`config.mk`:
```
export PLATFORM = sky130hd
export DESIGN_NAME = debounce_timer
export DESIGN_NICKNAME = d
export VERILOG_FILES = /design/src/rtl/debounce_pkg.sv /design/src/rtl/tick_prescaler.sv /design/src/rtl/debounce_timer.sv
export SDC_FILE = /design/constraint.sdc
export NUM_CORES = 1
export LEC_CHECK = 0
export ABC_AREA = 1
export BUFFER_PORTS_ARGS = -buffer_cell sky130_fd_sc_hd__buf_2
export CAP_MARGIN = 20
export CORE_MARGIN = 2
export CORE_UTILIZATION = 64
export CTS_CLUSTER_DIAMETER = 100
export DETAILED_ROUTE_END_ITERATION = 10
export PLACE_DENSITY = 0.84
export SLEW_MARGIN = 20
export SYNTH_ARGS = -nofsm -noshare
export SYNTH_HDL_FRONTEND = slang
export SYNTH_SLANG_ARGS = --single-unit
```
`constraint.sdc`:
```
create_clock -name clk -period 5.1 [get_ports clk]
set_clock_uncertainty 0.05 [all_clocks]
set_input_delay 1.02 -clock clk [delete_from_list [all_inputs] [get_ports clk]]
set_output_delay 1.02 -clock clk [all_outputs]
set_load 0.02 [all_outputs]
```
`src/rtl/debounce_pkg.sv`:
```
// Shared definitions for the debounce timer family: FSM encoding and default timing.
package debounce_pkg;

    // Timer FSM states; the unused code 2'd3 is treated as illegal and recovers to CLEAR.
    typedef enum logic [1:0] {
        CLEAR = 2'd0,
        COUNT = 2'd1,
        DONE  = 2'd2
    } state_t;

    // Default timing: 50 MHz clock, 1 ms tick, 5/10/20/40 ms intervals.
    localparam int DEFAULT_PRESCALE = 50000;
    localparam int DEFAULT_CNT_W    = 8;
    localparam int DEFAULT_P0       = 5;
    localparam int DEFAULT_P1       = 10;
    localparam int DEFAULT_P2       = 20;
    localparam int DEFAULT_P3       = 40;

endpackage

```
`src/rtl/tick_prescaler.sv`:
```
// Free-running divide-by-PRESCALE counter with synchronous clear and enable.
// tick is high for the one enabled cycle in which the counter sits at PRESCALE-1.
module tick_prescaler
    import debounce_pkg::*;
#(
    parameter int PRESCALE = DEFAULT_PRESCALE
) (
    input  logic clk,
    input  logic reset,
    input  logic clr,
    input  logic en,
    output logic tick
);

    localparam int            W    = (PRESCALE > 1) ? $clog2(PRESCALE) : 1;
    localparam logic [W-1:0]  LAST = W'(PRESCALE - 1);

    if (PRESCALE < 2) begin : g_bad_prescale
        $error("tick_prescaler: PRESCALE must be >= 2");
    end

    logic [W-1:0] count;

    // Prescaler counter: clear wins over enable; wraps at PRESCALE-1.
    // NOTE: sequential state is assigned with <= so every flop samples pre-edge values.
    always_ff @(posedge clk or negedge reset) begin
        if (!reset) begin
            count <= '0;
        end else if (clr) begin
            count <= '0;
        end else if (en) begin
            if (count == LAST) begin
                count <= '0;
            end else begin
                count <= count + 1'b1;
            end
        end
    end

    assign tick = en && (count == LAST);

endmodule

```
`src/rtl/debounce_timer.sv`:
```
// Interval timer for the debounce controller. Held cleared while timer_clr=1; after
// timer_clr falls it counts target ticks (target latched from period_sel on leaving
// CLEAR), then raises timer_done and holds it until the next clear.
module debounce_timer
    import debounce_pkg::*;
#(
    parameter int PRESCALE = DEFAULT_PRESCALE,
    parameter int CNT_W    = DEFAULT_CNT_W,
    parameter int P0       = DEFAULT_P0,
    parameter int P1       = DEFAULT_P1,
    parameter int P2       = DEFAULT_P2,
    parameter int P3       = DEFAULT_P3
) (
    input  logic             clk,
    input  logic             reset,
    input  logic             timer_clr,
    input  logic [1:0]       period_sel,
    output logic             timer_done,
    output logic             tick,
    output logic [CNT_W-1:0] elapsed
);

    if (P0 < 1 || P1 < 1 || P2 < 1 || P3 < 1) begin : g_bad_period
        $error("debounce_timer: all intervals P0..P3 must be >= 1");
    end

    if (P0 >= (1 << CNT_W) || P1 >= (1 << CNT_W) ||
        P2 >= (1 << CNT_W) || P3 >= (1 << CNT_W)) begin : g_bad_width
        $error("debounce_timer: CNT_W too narrow for the largest interval");
    end

    state_t           state;
    state_t           state_next;
    logic [CNT_W-1:0] target;
    logic [CNT_W-1:0] sel_target;
    logic             last_tick;
    logic             presc_clr;
    logic             presc_en;

    // Prescaler is zeroed in CLEAR (and on the clearing edge itself), frozen in DONE.
    assign presc_clr = (state == CLEAR) || timer_clr;
    assign presc_en  = (state == COUNT);

    tick_prescaler #(
        .PRESCALE (PRESCALE)
    ) u_prescaler (
        .clk   (clk),
        .reset (reset),
        .clr   (presc_clr),
        .en    (presc_en),
        .tick  (tick)
    );

    // The final tick of the interval: the one that brings elapsed up to target.
    assign last_tick = tick && (elapsed == target - 1'b1);

    // Interval lookup for the current period_sel.
    // NOTE: every combinational output gets a default first so no path infers a latch.
    always_comb begin
        sel_target = CNT_W'(P0);
        case (period_sel)
            2'd0:    sel_target = CNT_W'(P0);
            2'd1:    sel_target = CNT_W'(P1);
            2'd2:    sel_target = CNT_W'(P2);
            default: sel_target = CNT_W'(P3);
        endcase
    end

    // Next-state logic; a clear request beats the final tick.
    always_comb begin
        state_next = state;
        case (state)
            CLEAR:   if (!timer_clr) state_next = COUNT;
            COUNT: begin
                if (timer_clr) begin
                    state_next = CLEAR;
                end else if (last_tick) begin
                    state_next = DONE;
                end
            end
            DONE:    if (timer_clr) state_next = CLEAR;
            default: state_next = CLEAR;
        endcase
    end

    // State register.
    always_ff @(posedge clk or negedge reset) begin
        if (!reset) begin
            state <= CLEAR;
        end else begin
            state <= state_next;
        end
    end

    // Target latch: period_sel is only looked at on the CLEAR->COUNT edge.
    always_ff @(posedge clk or negedge reset) begin
        if (!reset) begin
            target <= CNT_W'(P0);
        end else if (state == CLEAR && !timer_clr) begin
            target <= sel_target;
        end
    end

    // Elapsed tick counter; reaches target on the final tick and stays there in DONE.
    always_ff @(posedge clk or negedge reset) begin
        if (!reset) begin
            elapsed <= '0;
        end else if (state_next == CLEAR) begin
            elapsed <= '0;
        end else if (state == COUNT && tick) begin
            elapsed <= elapsed + 1'b1;
        end
    end

    // Registered done flag, high exactly while the FSM is in DONE.
    always_ff @(posedge clk or negedge reset) begin
        if (!reset) begin
            timer_done <= 1'b0;
        end else begin
            timer_done <= (state_next == DONE);
        end
    end

endmodule

```
==> out/metrics.json, run 1 <==
{
  "run_status": "completed",
  "flop_pwr_share": 0.541,
  "setup_slack_ps": 2330,
  "p_leak_uw": 0.00110,
  "reg2reg_depth": 6,
  "worst_r2r_endpoint": "u_prescaler.count[4]$_DFFE_PN0P_",
  "first_pass_iters": 5,
  "core-area_mm2": 0.00308,
  "avg_wl_per_cell_um": 13.2,
  "io-pin-count": 15,
  "clock_latency_reported_for_the_late_side_of_the_worst_skew_pair_ps": 340,
  "netlist_top_cells_area": "dfrtp_1 37%, nand2_1 10%, inv_1 8.6%",
  "grt_pass1_vias": 1742,
  "synthTopCellsByCount": "58 x nand2_1, 48 x inv_1, 37 x nor2_1, 31 x dfrtp_1, 28 x nand3_1",
  "layout_min_cycle_time_ps": 2770,
  "synth_flop_cell": "dfrtp_1",
  "critPathMaxFanout": 6,
  "p_sw_frac": 0.276,
  "hpwlAfterDp_um": 3530,
  "synth.top_cell.area_share": 0.369,
  "max_cap_viols": 0,
  "cp.arrival_ps": 1700,
  "net-switching-power_uw": 141,
  "final_core_utilization": 0.743,
  "count_of_state_elements_after_synthesis": 33,
  "io_buffers": 14,
  "globalRoute.totalOverflow": 0,
  "place_ws_ps": 2390,
  "path_clk_slew_ps": 100,
  "startpoint_of_the_most_critical_register_to_register_path": "state[1]$_DFF_PN0_",
  "tritoncts": "yes",
  "final.setup.tns_ps": 0,
  "critPathKind": "register to output pin",
  "pin_count_of_the_biggest_net_entering_global_routing": 34,
  "number_of_h_tree_levels": 2,
  "timing.slew.headroom": 0.517,
  "cts-root-to-sink-buffers": 2,
  "required_ps": 4030,
  "starting_density_of_the_core": 0.683,
  "timing.final.setup_violations": 0,
  "layout-area-overhead-vs-synth_pct": 8.81,
  "cellInternalPower_uw": 370,
  "ant_nets": 0,
  "timing.critical_path.slowest_cell_delay_ps": 460,
  "row_count": 20,
  "cts_root_buf": "clkbuf_4",
  "synthesized_netlist_net_count": 298,
  "gr-usage-all-layers": 0.290,
  "num-nets-final": 317,
  "postSynthCellCount": 290,
  "viasPerCell": 5.43,
  "synth_seq_area_share": 0.394,
  "remaining_drc_errors": 0,
  "critical-path-top-delay-family": "flip-flops",
  "cts_repair_resize_count": 0,
  "timing.hold.worst_path_depth": 2,
  "clock_buffer_count_from_cts": 5,
  "cts_num_sinks": 33,
  "crit_path_cell_trace": "ha_1 > nand3_2 > nor4_1 > buf_2",
  "ir_worst_vdd_v": 0.000160,
  "whs_endpoint": "target[2]$_DFFE_PN1P_",
  "synth_cell_types": 33,
  "floorplan.die_area_mm2": 0.00376,
  "avgSynthCellArea_um2": 7.25,
  "drt_first_iter_violations": 211,
  "grt_first_pass_wirelength_um": 7940,
  "routed_wirelength_um": 4660,
  "synth_warnings": 0,
  "max_slew.worst_pin.slew_ps": 723,
  "critical_path.startpoint": "u_prescaler.count[0]$_DFFE_PN0P_",
  "num-fill-cells": 247,
  "fmax_mhz": 361,
  "unrepaired_setup_endpoints_after_global_routing": "false",
  "synth_largest_area_cell": "dfrtp_1",
  "antenna_violations_before_repair": 0,
  "cell_at_the_slowest_stage_of_the_critical_path": "dfrtp_1",
  "critical_path.startpoint_type": "register",
  "drive_above_1_share": 0.129,
  "number_of_enable_type_register_cells_in_the_synthesized_netlist": 0,
  "count_leader_synth": "nand2_1",
  "rrSetupSlack_ps": 3010,
  "antennaDiodeCount": 0,
  "worst_hold_startpoint": "target[2]$_DFFE_PN1P_",
  "timing.hold.worst.class": "register to register",
  "asyncSetResetFlopFracSynth": 1.00,
  "number_of_buffers_and_inverters_on_the_critical_path": 1,
  "max_slew_vio_count": 0,
  "clock_power_share": 0.339,
  "horiz_die_dim_um": 61.3,
  "vias": 1922,
  "netlist_area_mm2": 0.00210,
  "power_frac_comb": 0.120,
  "element_type_at_the_critical_path_end": "output pin",
  "final.period_utilization": 0.543,
  "routabilityCongestion": 0.950,
  "post-cts-setup-buffers": 0,
  "pwr_density_mw_per_mm2": 223,
  "cts-hold-fix-buffers": 0,
  "floorplan.die.height_um": 61.3,
  "final-hold-violation-count": 0
}
-- layout by cell type, fill, tap and decap left out, types with 3 or more instances in the layout --
cell / instances
buf_2: 14
o21ai_0: 16
nand2_1: 58
nor2_2: 3
nor3_1: 8
o22ai_1: 4
nand3_2: 4
xor2_1: 12
nand4_1: 9
ha_1: 3
nand3_1: 28
clkbuf_4: 5
inv_1: 48
nor2_1: 37
a21oi_1: 6
dfrtp_1: 31
-- worst max path at each step --
| stage | endpoint | cells past startpoint |
|---|---|---|
| finish | tick | 4 |
| global route | tick | 4 |
| detailed placement | u_prescaler.count[4]$_DFFE_PN0P_ | 6 |
| floorplan | tick | 3 |
| global placement | u_prescaler.count[4]$_DFFE_PN0P_ | 6 |
| CTS | tick | 4 |
-- per-stage QoR --
stage               instances  total power (µW)  hold WS (ps)  instance area (µm²)
floorplan                 290               324           426                 2100
global placement          346               341           466                 2220
detailed placement        346               342           464                 2220
CTS                       354               511           481                 2290
global route              354               536           511                 2290
finish                    354               511           487                 2290
-- power groups by stage --
stage	logic, µW	clock network, µW	registers, µW
after floorplan	44.4	0	280
after global placement	59.6	0	281
after detailed placement	61.0	0	281
after CTS	61.2	173	276
after global routing	73.0	185	278
final	61.0	173	277
-- cell type report --
class | count | area (µm²) | share of cell area
well taps | 44 | 55.1 | 0.0241
flip-flops and latches | 33 | 828 | 0.362
inverters | 50 | 189 | 0.0826
multi-input cells | 205 | 1070 | 0.470
repair buffers | 14 | 70.1 | 0.0306
clock buffers | 7 | 65.1 | 0.0284
clock inverters | 1 | 5.00 | 0.00219
-- cell families after synthesis --
| logic type | Yosys count | synth area share |
|---|---|---|
| fa+ha+maj | 3 | 0.0179 |
| flops | 33 | 0.394 |
| xor+xnor | 13 | 0.0542 |
| simple gates | 156 | 0.346 |
| compound gates | 33 | 0.0929 |
| buf+inv | 52 | 0.0946 |
-- registers in the layout (all words and copies together) (netlist names) --
register / flops
u_prescaler.count: 16
elapsed: 8
target: 6
state: 2
timer_done: 1
-- layer usage --
| metal | GRT usage | vias to the layer above | part of all wire |
|---|---|---|---|
| li1 | - | 978 | - |
| met5 | 0 | - | 0 |
| met4 | 0.0807 | 0 | 0.0086 |
| met3 | 0.0735 | 4 | 0.070 |
| met1 | 0.449 | 872 | 0.51 |
| met2 | 0.401 | 68 | 0.41 |
-- worst reg2reg max path: stages (launching register included) --
cell and delay [ps]:
dfrtp_1 410, inv_1 100, nor2_1 560, inv_1 380, nand2_1 220, inv_1 130, nor3_1 160
(Power assumes the default switching activity.)
==> run 2, diff against run 1 <==
--- a/config.mk
+++ b/config.mk
@@ -5,14 +5,14 @@
 export SDC_FILE = /design/constraint.sdc
 export NUM_CORES = 1
 export LEC_CHECK = 0
-export ABC_AREA = 1
+export ABC_AREA = 0
 export BUFFER_PORTS_ARGS = -buffer_cell sky130_fd_sc_hd__buf_2
 export CAP_MARGIN = 20
 export CORE_MARGIN = 2
-export CORE_UTILIZATION = 64
+export CORE_UTILIZATION = 53
 export CTS_CLUSTER_DIAMETER = 100
 export DETAILED_ROUTE_END_ITERATION = 10
-export PLACE_DENSITY = 0.84
+export PLACE_DENSITY = 0.75
 export SLEW_MARGIN = 20
 export SYNTH_ARGS = -nofsm -noshare
 export SYNTH_HDL_FRONTEND = slang
==> constraint.sdc (replaced) <==
create_clock -name clk -period 2.3 [get_ports clk]
set_clock_uncertainty 0.05 [all_clocks]
set_input_delay 0.46 -clock clk [delete_from_list [all_inputs] [get_ports clk]]
set_output_delay 0.46 -clock clk [all_outputs]
set_load 0.02 [all_outputs]
==> run 2 against run 1 <==
The flow now finishes with violations (negative setup slack). Design area down 1.7%. Setup slack worse by 2300 ps. Die area up 8.2%. Core utilization down 8.0 points. Total power up 140%. Sequential power up 120%. Register-to-register slack worse by 2900 ps. Critical endpoint unchanged. Largest cell class unchanged.
==> out/metrics.json, run 2 <==
{
  "cts_num_sinks": 33,
  "detailroute.wirelength.met2_um": 1950,
  "layout-area-overhead-vs-synth_pct": 18.7,
  "floorplan.die.height_um": 63.8,
  "run_status": "finished, violations left",
  "io-pin-count": 15,
  "cts-hold-fix-buffers": 0,
  "synthTopCellsByCount": "31 x dfrtp_1, 26 x nand2_1, 19 x nor2_1, 12 x a21oi_1, 10 x nand3_1",
  "number_of_enable_type_register_cells_in_the_synthesized_netlist": 0,
  "largest_reg_flops": 16,
  "core-area_mm2": 0.00339,
  "layout.cells.non_filler": 292,
  "postSynthCellCount": 212,
  "io_buffers": 14,
  "layout_min_cycle_time_ps": 2310,
  "grt_pass1_vias": 1616,
  "path_clk_slew_ps": 110,
  "met1_length_um": 2110,
  "synth_seq_area_share": 0.437,
  "cp.arrival_ps": 1800,
  "top_regs": "u_prescaler.count: 16 flops, elapsed: 8 flops, target: 6 flops",
  "hpwlAfterDp_um": 3050,
  "max_cap_viols": 0,
  "reg2reg_depth": 8,
  "startpoint_of_the_most_critical_register_to_register_path": "target[0]$_DFFE_PN1P_",
  "count_leader_synth": "dfrtp_1",
  "count_of_state_elements_after_synthesis": 33,
  "synth_warnings": 0,
  "netlist_area_mm2": 0.00189,
  "mostFrequentLayoutCells": "31 x dfrtp_1, 26 x nand2_1, 19 x nor2_1",
  "cts_root_buf": "clkbuf_4",
  "num-nets-final": 253,
  "pwr_density_mw_per_mm2": 541,
  "violations": "negative setup slack",
  "gr-usage-all-layers": 0.237,
  "clock_latency_reported_for_the_late_side_of_the_worst_skew_pair_ps": 360,
  "synth_cell_types": 44,
  "ir_worst_vdd_v": 0.000478,
  "rrSetupSlack_ps": 140,
  "top_register": "u_prescaler.count",
  "row_count": 21,
  "remaining_drc_errors": 0,
  "vias": 1723,
  "asyncSetResetFlopFracSynth": 1.00,
  "p_leak_uw": 0.000982,
  "num-fill-cells": 286,
  "cts-root-to-sink-buffers": 2,
  "antenna_violations_before_repair": 0,
  "clock_buffer_count_from_cts": 5,
  "synthesized_netlist_net_count": 220,
  "grt_first_pass_wirelength_um": 7550,
  "drive_above_1_share": 0.199,
  "setup_slack_ps": -7.05,
  "timing.slew.headroom": 0.523,
  "synth_largest_area_cell": "dfrtp_1",
  "max_slew_vio_count": 0,
  "layout_commonest_cell": "dfrtp_1",
  "starting_density_of_the_core": 0.559,
  "floorplan.die_area_mm2": 0.00407,
  "drt_first_iter_violations": 111,
  "horiz_die_dim_um": 63.8,
  "pin_count_of_the_biggest_net_entering_global_routing": 34,
  "worst_r2r_endpoint": "state[1]$_DFF_PN0_",
  "critical_path.startpoint_type": "register",
  "final-hold-violation-count": 0,
  "tritoncts": "yes",
  "first_pass_iters": 5,
  "top_layer": "met4",
  "ant_nets": 0,
  "globalRoute.totalOverflow": 0,
  "routabilityCongestion": 0.895,
  "final.setup.tns_ps": -7.05,
  "unrepaired_setup_endpoints_after_global_routing": "true",
  "timing.final.setup_violations": 1,
  "number_of_h_tree_levels": 2,
  "synth_flop_cell": "dfrtp_1",
  "critPathKind": "register to output pin",
  "max_slew.worst_pin.slew_ps": 716,
  "element_type_at_the_critical_path_end": "output pin",
  "synth.top_cell.area_share": 0.410,
  "critPathMaxFanout": 4,
  "detailroute.wirelength.met3_um": 294,
  "viasPerCell": 5.90,
  "antennaDiodeCount": 0,
  "fmax_mhz": 433,
  "avgSynthCellArea_um2": 8.94,
  "routed_wirelength_um": 4430,
  "post-place-cells": 277,
  "netlist_top_cells_area": "dfrtp_1 41%, nand2_1 5.2%, nor2_1 3.8%",
  "required_ps": 1790,
  "avg_wl_per_cell_um": 15.2,
  "timing.hold.worst.class": "input pin to asynchronous set/reset pin",
  "final.period_utilization": 1.00
}
run 2: cell types whose count changed after synthesis, moves of 7 or more:
cell / before / now
nand3_1: 28 / 10
inv_1: 48 / 7
xnor2_1: 1 / 8
nor2_1: 37 / 19
o21ai_0: 16 / 9
nand2_1: 58 / 26
run 2: how the worst max path moves through the flow:
stage	startpoint	endpoint	cells past startpoint
floorplan	u_prescaler.count[10]$_DFFE_PN0P_	elapsed[5]$_DFFE_PN0P_	5
global placement	target[0]$_DFFE_PN1P_	state[1]$_DFF_PN0_	8
detailed placement	target[0]$_DFFE_PN1P_	state[1]$_DFF_PN0_	8
CTS	u_prescaler.count[1]$_DFFE_PN0P_	tick	6
global route	u_prescaler.count[1]$_DFFE_PN0P_	tick	6
finish	u_prescaler.count[6]$_DFFE_PN0P_	tick	5
run 2: kinds of logic after synthesis:
group / synth area share
adders and majority gates: 0.0198
buffers and inverters: 0.0258
xor gates and xnor gates: 0.0740
muxes: 0.00528
DFF: 0.437
AOI/OAI and AO/OA: 0.131
and+or+nand+nor: 0.306
run 2: what timing repair did:
item | in CTS | in global routing
pin swaps | 1 | 1
endpoints found under the setup margin | 4 | 8
resized for setup | 3 | 2
buffers inserted | 1 | 6
run 2: area by class of cell:
class                   count  area, µm²  share of cell area
multi-input cells         166       1050               0.465
flip-flops and latches     33        828               0.368
repair buffers             31        198              0.0879
well taps                  46       57.6              0.0256
clock buffers               6       51.3              0.0228
clock inverters             2       37.5              0.0167
inverters                   8       30.0              0.0134
run 2: metal layers:
metal,vias to the layer above,global-route usage
met4,0,0.0897
li1,847,-
met1,803,0.353
met2,63,0.335
met3,10,0.0546
met5,-,0
run 2: stage by stage:
step / total power [µW] / instance area, µm² / hold WS [ps] / util / setup slack, ps
4_1_cts: 1220 / 2190 / 130 / 0.646 / -63.0
2_1_floorplan: 704 / 1890 / 114 / - / 235
3_5_place_dp: 748 / 2080 / 482 / 0.613 / -45.3
6_report: 1220 / 2250 / 92.3 / 0.663 / -7.05
3_3_place_gp: 745 / 2080 / 474 / 0.613 / -60.2
5_1_grt: 1270 / 2250 / 165 / 0.663 / -95.4
run 2: worst max-delay path, stage by stage (launching register included):
cell,delay (ps)
dfrtp_1,410
or3b_4,430
nor4_2,270
nand2_1,130
inv_1,60
buf_2,150
run 2: report_power, final:
part	leakage [µW]	switching [µW]	internal (µW)	total [µW]
clock	0.0000445	212	258	470
sequential	0.000446	18.9	598	617
combinational	0.000491	77.0	51.8	129
==> run 3, diff against run 2 <==
--- a/config.mk
+++ b/config.mk
@@ -9,10 +9,12 @@
 export BUFFER_PORTS_ARGS = -buffer_cell sky130_fd_sc_hd__buf_2
 export CAP_MARGIN = 20
 export CORE_MARGIN = 2
-export CORE_UTILIZATION = 53
+export CORE_UTILIZATION = 59
 export CTS_CLUSTER_DIAMETER = 100
 export DETAILED_ROUTE_END_ITERATION = 10
-export PLACE_DENSITY = 0.75
+export MAX_ROUTING_LAYER = met4
+export PLACE_DENSITY = 0.79
+export SETUP_SLACK_MARGIN = 0.05
 export SLEW_MARGIN = 20
 export SYNTH_ARGS = -nofsm -noshare
 export SYNTH_HDL_FRONTEND = slang
==> constraint.sdc (replaced) <==
create_clock -name clk -period 2.56 [get_ports clk]
set_clock_uncertainty 0.05 [all_clocks]
set_input_delay 0.512 -clock clk [delete_from_list [all_inputs] [get_ports clk]]
set_output_delay 0.512 -clock clk [all_outputs]
set_load 0.02 [all_outputs]
==> run 3 against run 2 <==
The run now ends clean. Design area down 5.8%. Die area down 9.5%. Critical path depth unchanged. Sequential share of layout area up 2.3 points. Sequential cell count unchanged. Global-route usage up 4.2 points. First-iteration DRC count down 13%. Setup slack better by 160 ps. Register-to-register slack better by 80 ps. Total power down 21%. Combinational power down 19%. Critical endpoint unchanged.
==> out/metrics.json, run 3 (synthesis gave the netlist of run 2 again) <==
{
  "run_status": "completed",
  "path_clk_slew_ps": 100,
  "drive_above_1_share": 0.149,
  "fmax_mhz": 415,
  "max_cap_viols": 0,
  "timing.hold.worst.class": "input pin to asynchronous set/reset pin",
  "antenna_violations_before_repair": 0,
  "globalRoute.totalOverflow": 0,
  "max_slew_vio_count": 0,
  "final-hold-violation-count": 0,
  "required_ps": 2000,
  "mostFrequentLayoutCells": "31 x dfrtp_1, 26 x nand2_1, 18 x nor2_1",
  "largest_reg_flops": 16,
  "max_slew.worst_pin.slew_ps": 720,
  "antennaDiodeCount": 0,
  "timing.slew.headroom": 0.516,
  "p_leak_uw": 0.000911,
  "routabilityCongestion": 1.01,
  "floorplan.die.height_um": 60.7,
  "tritoncts": "yes",
  "critPathMaxFanout": 7,
  "horiz_die_dim_um": 60.7,
  "clock_buffer_count_from_cts": 5,
  "layout-area-overhead-vs-synth_pct": 11.8,
  "pin_count_of_the_biggest_net_entering_global_routing": 34,
  "ir_worst_vdd_v": 0.000373,
  "final_core_utilization": 0.694,
  "layout_commonest_cell": "dfrtp_1",
  "critPathKind": "register to output pin",
  "drt_first_iter_violations": 97,
  "grt_pass1_vias": 1686,
  "starting_density_of_the_core": 0.620,
  "remaining_drc_errors": 0,
  "number_of_h_tree_levels": 2,
  "io-pin-count": 15,
  "floorplan.die_area_mm2": 0.00368,
  "row_count": 20,
  "top_regs": "u_prescaler.count: 16 flops, elapsed: 8 flops, target: 6 flops",
  "critical_path.startpoint_type": "register",
  "number_of_buffers_and_inverters_on_the_critical_path": 2,
  "io_buffers": 14,
  "first_pass_iters": 4,
  "layout_min_cycle_time_ps": 2410,
  "routed_wirelength_um": 4400,
  "final.period_utilization": 0.941,
  "cts-hold-fix-buffers": 0,
  "grt_first_pass_wirelength_um": 7390,
  "viasPerCell": 6.27,
  "critical-path-top-delay-family": "simple AND/OR/NAND/NOR gates",
  "vias": 1748,
  "gr-usage-all-layers": 0.279,
  "rrSetupSlack_ps": 220,
  "timing.hold.ws_ps": 162,
  "unrepaired_setup_endpoints_after_global_routing": "false",
  "cts_num_sinks": 33,
  "core-area_mm2": 0.00305,
  "crit_path_cell_trace": "or3b_1 > nor4_2 > nand2_1 > inv_1 > buf_2",
  "cts-root-to-sink-buffers": 2,
  "ant_nets": 0,
  "avg_wl_per_cell_um": 15.8,
  "cell_at_the_slowest_stage_of_the_critical_path": "or3b_1",
  "top_register": "u_prescaler.count",
  "pwr_density_mw_per_mm2": 453,
  "hpwlAfterDp_um": 3080,
  "cp.arrival_ps": 1850,
  "final.setup.tns_ps": 0,
  "timing.final.setup_violations": 0,
  "cts_root_buf": "clkbuf_4",
  "element_type_at_the_critical_path_end": "output pin",
  "timing.critical_path.slowest_cell_delay_ps": 460,
  "num-nets-final": 242,
  "clock_latency_reported_for_the_late_side_of_the_worst_skew_pair_ps": 340
}
run 3: cell count changes in the layout (fill, tap and decap cells not counted), sizes merged:
cell	delta
buf	-11
clkinvlp	-1
bufinv	-1
clkbuf	+2
run 3: cell type report:
cell class | instances | area (µm²)
timing repair buffer | 20 | 115
multi-input combinational | 166 | 1030
sequential | 33 | 828
fill | 259 | 935
tap | 44 | 55.1
inverter | 8 | 30.0
clock buffer | 8 | 58.8
run 3: power breakdown:
group          switching (µW)  internal, µW  total (µW)
logic                    64.0          39.7         104
clock network             165           135         300
registers                18.6           537         555
run 3: final timing paths:
kind,cells after the start,startpoint,endpoint
min,1,reset,elapsed[2]$_DFFE_PN0P_
min reg2reg,2,target[2]$_DFFE_PN1P_,target[2]$_DFFE_PN1P_
min in group clk,2,period_sel[0],target[2]$_DFFE_PN1P_
max,5,u_prescaler.count[10]$_DFFE_PN0P_,tick
max in group asynchronous,1,reset,u_prescaler.count[14]$_DFFE_PN0P_
max reg2reg,7,u_prescaler.count[0]$_DFFE_PN0P_,elapsed[7]$_DFFE_PN0P_
run 3: worst reg2reg max path, delay by kind of cell, from the launching register on:
kind / cells / cell delay [ps]
and+or+nand+nor: 4 / 1120
DFF: 1 / 430
buffers and inverters: 1 / 210
xor gates and xnor gates: 1 / 170
adders and majority gates: 1 / 240
run 3: layer usage:
metal,routed length (µm),share of wire,GRT usage,up-vias
li1,-,-,-,819
met1,1910,0.43,0.337,851
met2,2140,0.49,0.435,66
met3,256,0.058,0.0768,12
met4,90,0.020,0.127,0
met5,0,0,-,-
run 3: timing repair:
action	CTS	global route
buffers inserted	1	2
endpoints found under the hold margin	0	0
gates resized for setup	0	3
setup endpoints to repair	1	4
run 3: stage by stage:
| stage | cell area (µm²) | worst slack [ps] | cells | total power (µW) |
|---|---|---|---|---|
| 6_report | 2120 | 151 | 279 | 960 |
| 5_1_grt | 2120 | 59.2 | 279 | 1010 |
| 4_1_cts | 2090 | 118 | 277 | 964 |
| 3_5_place_dp | 2020 | 289 | 268 | 667 |
| 3_3_place_gp | 2020 | 341 | 268 | 661 |
| 2_1_floorplan | 1890 | 495 | 212 | 633 |
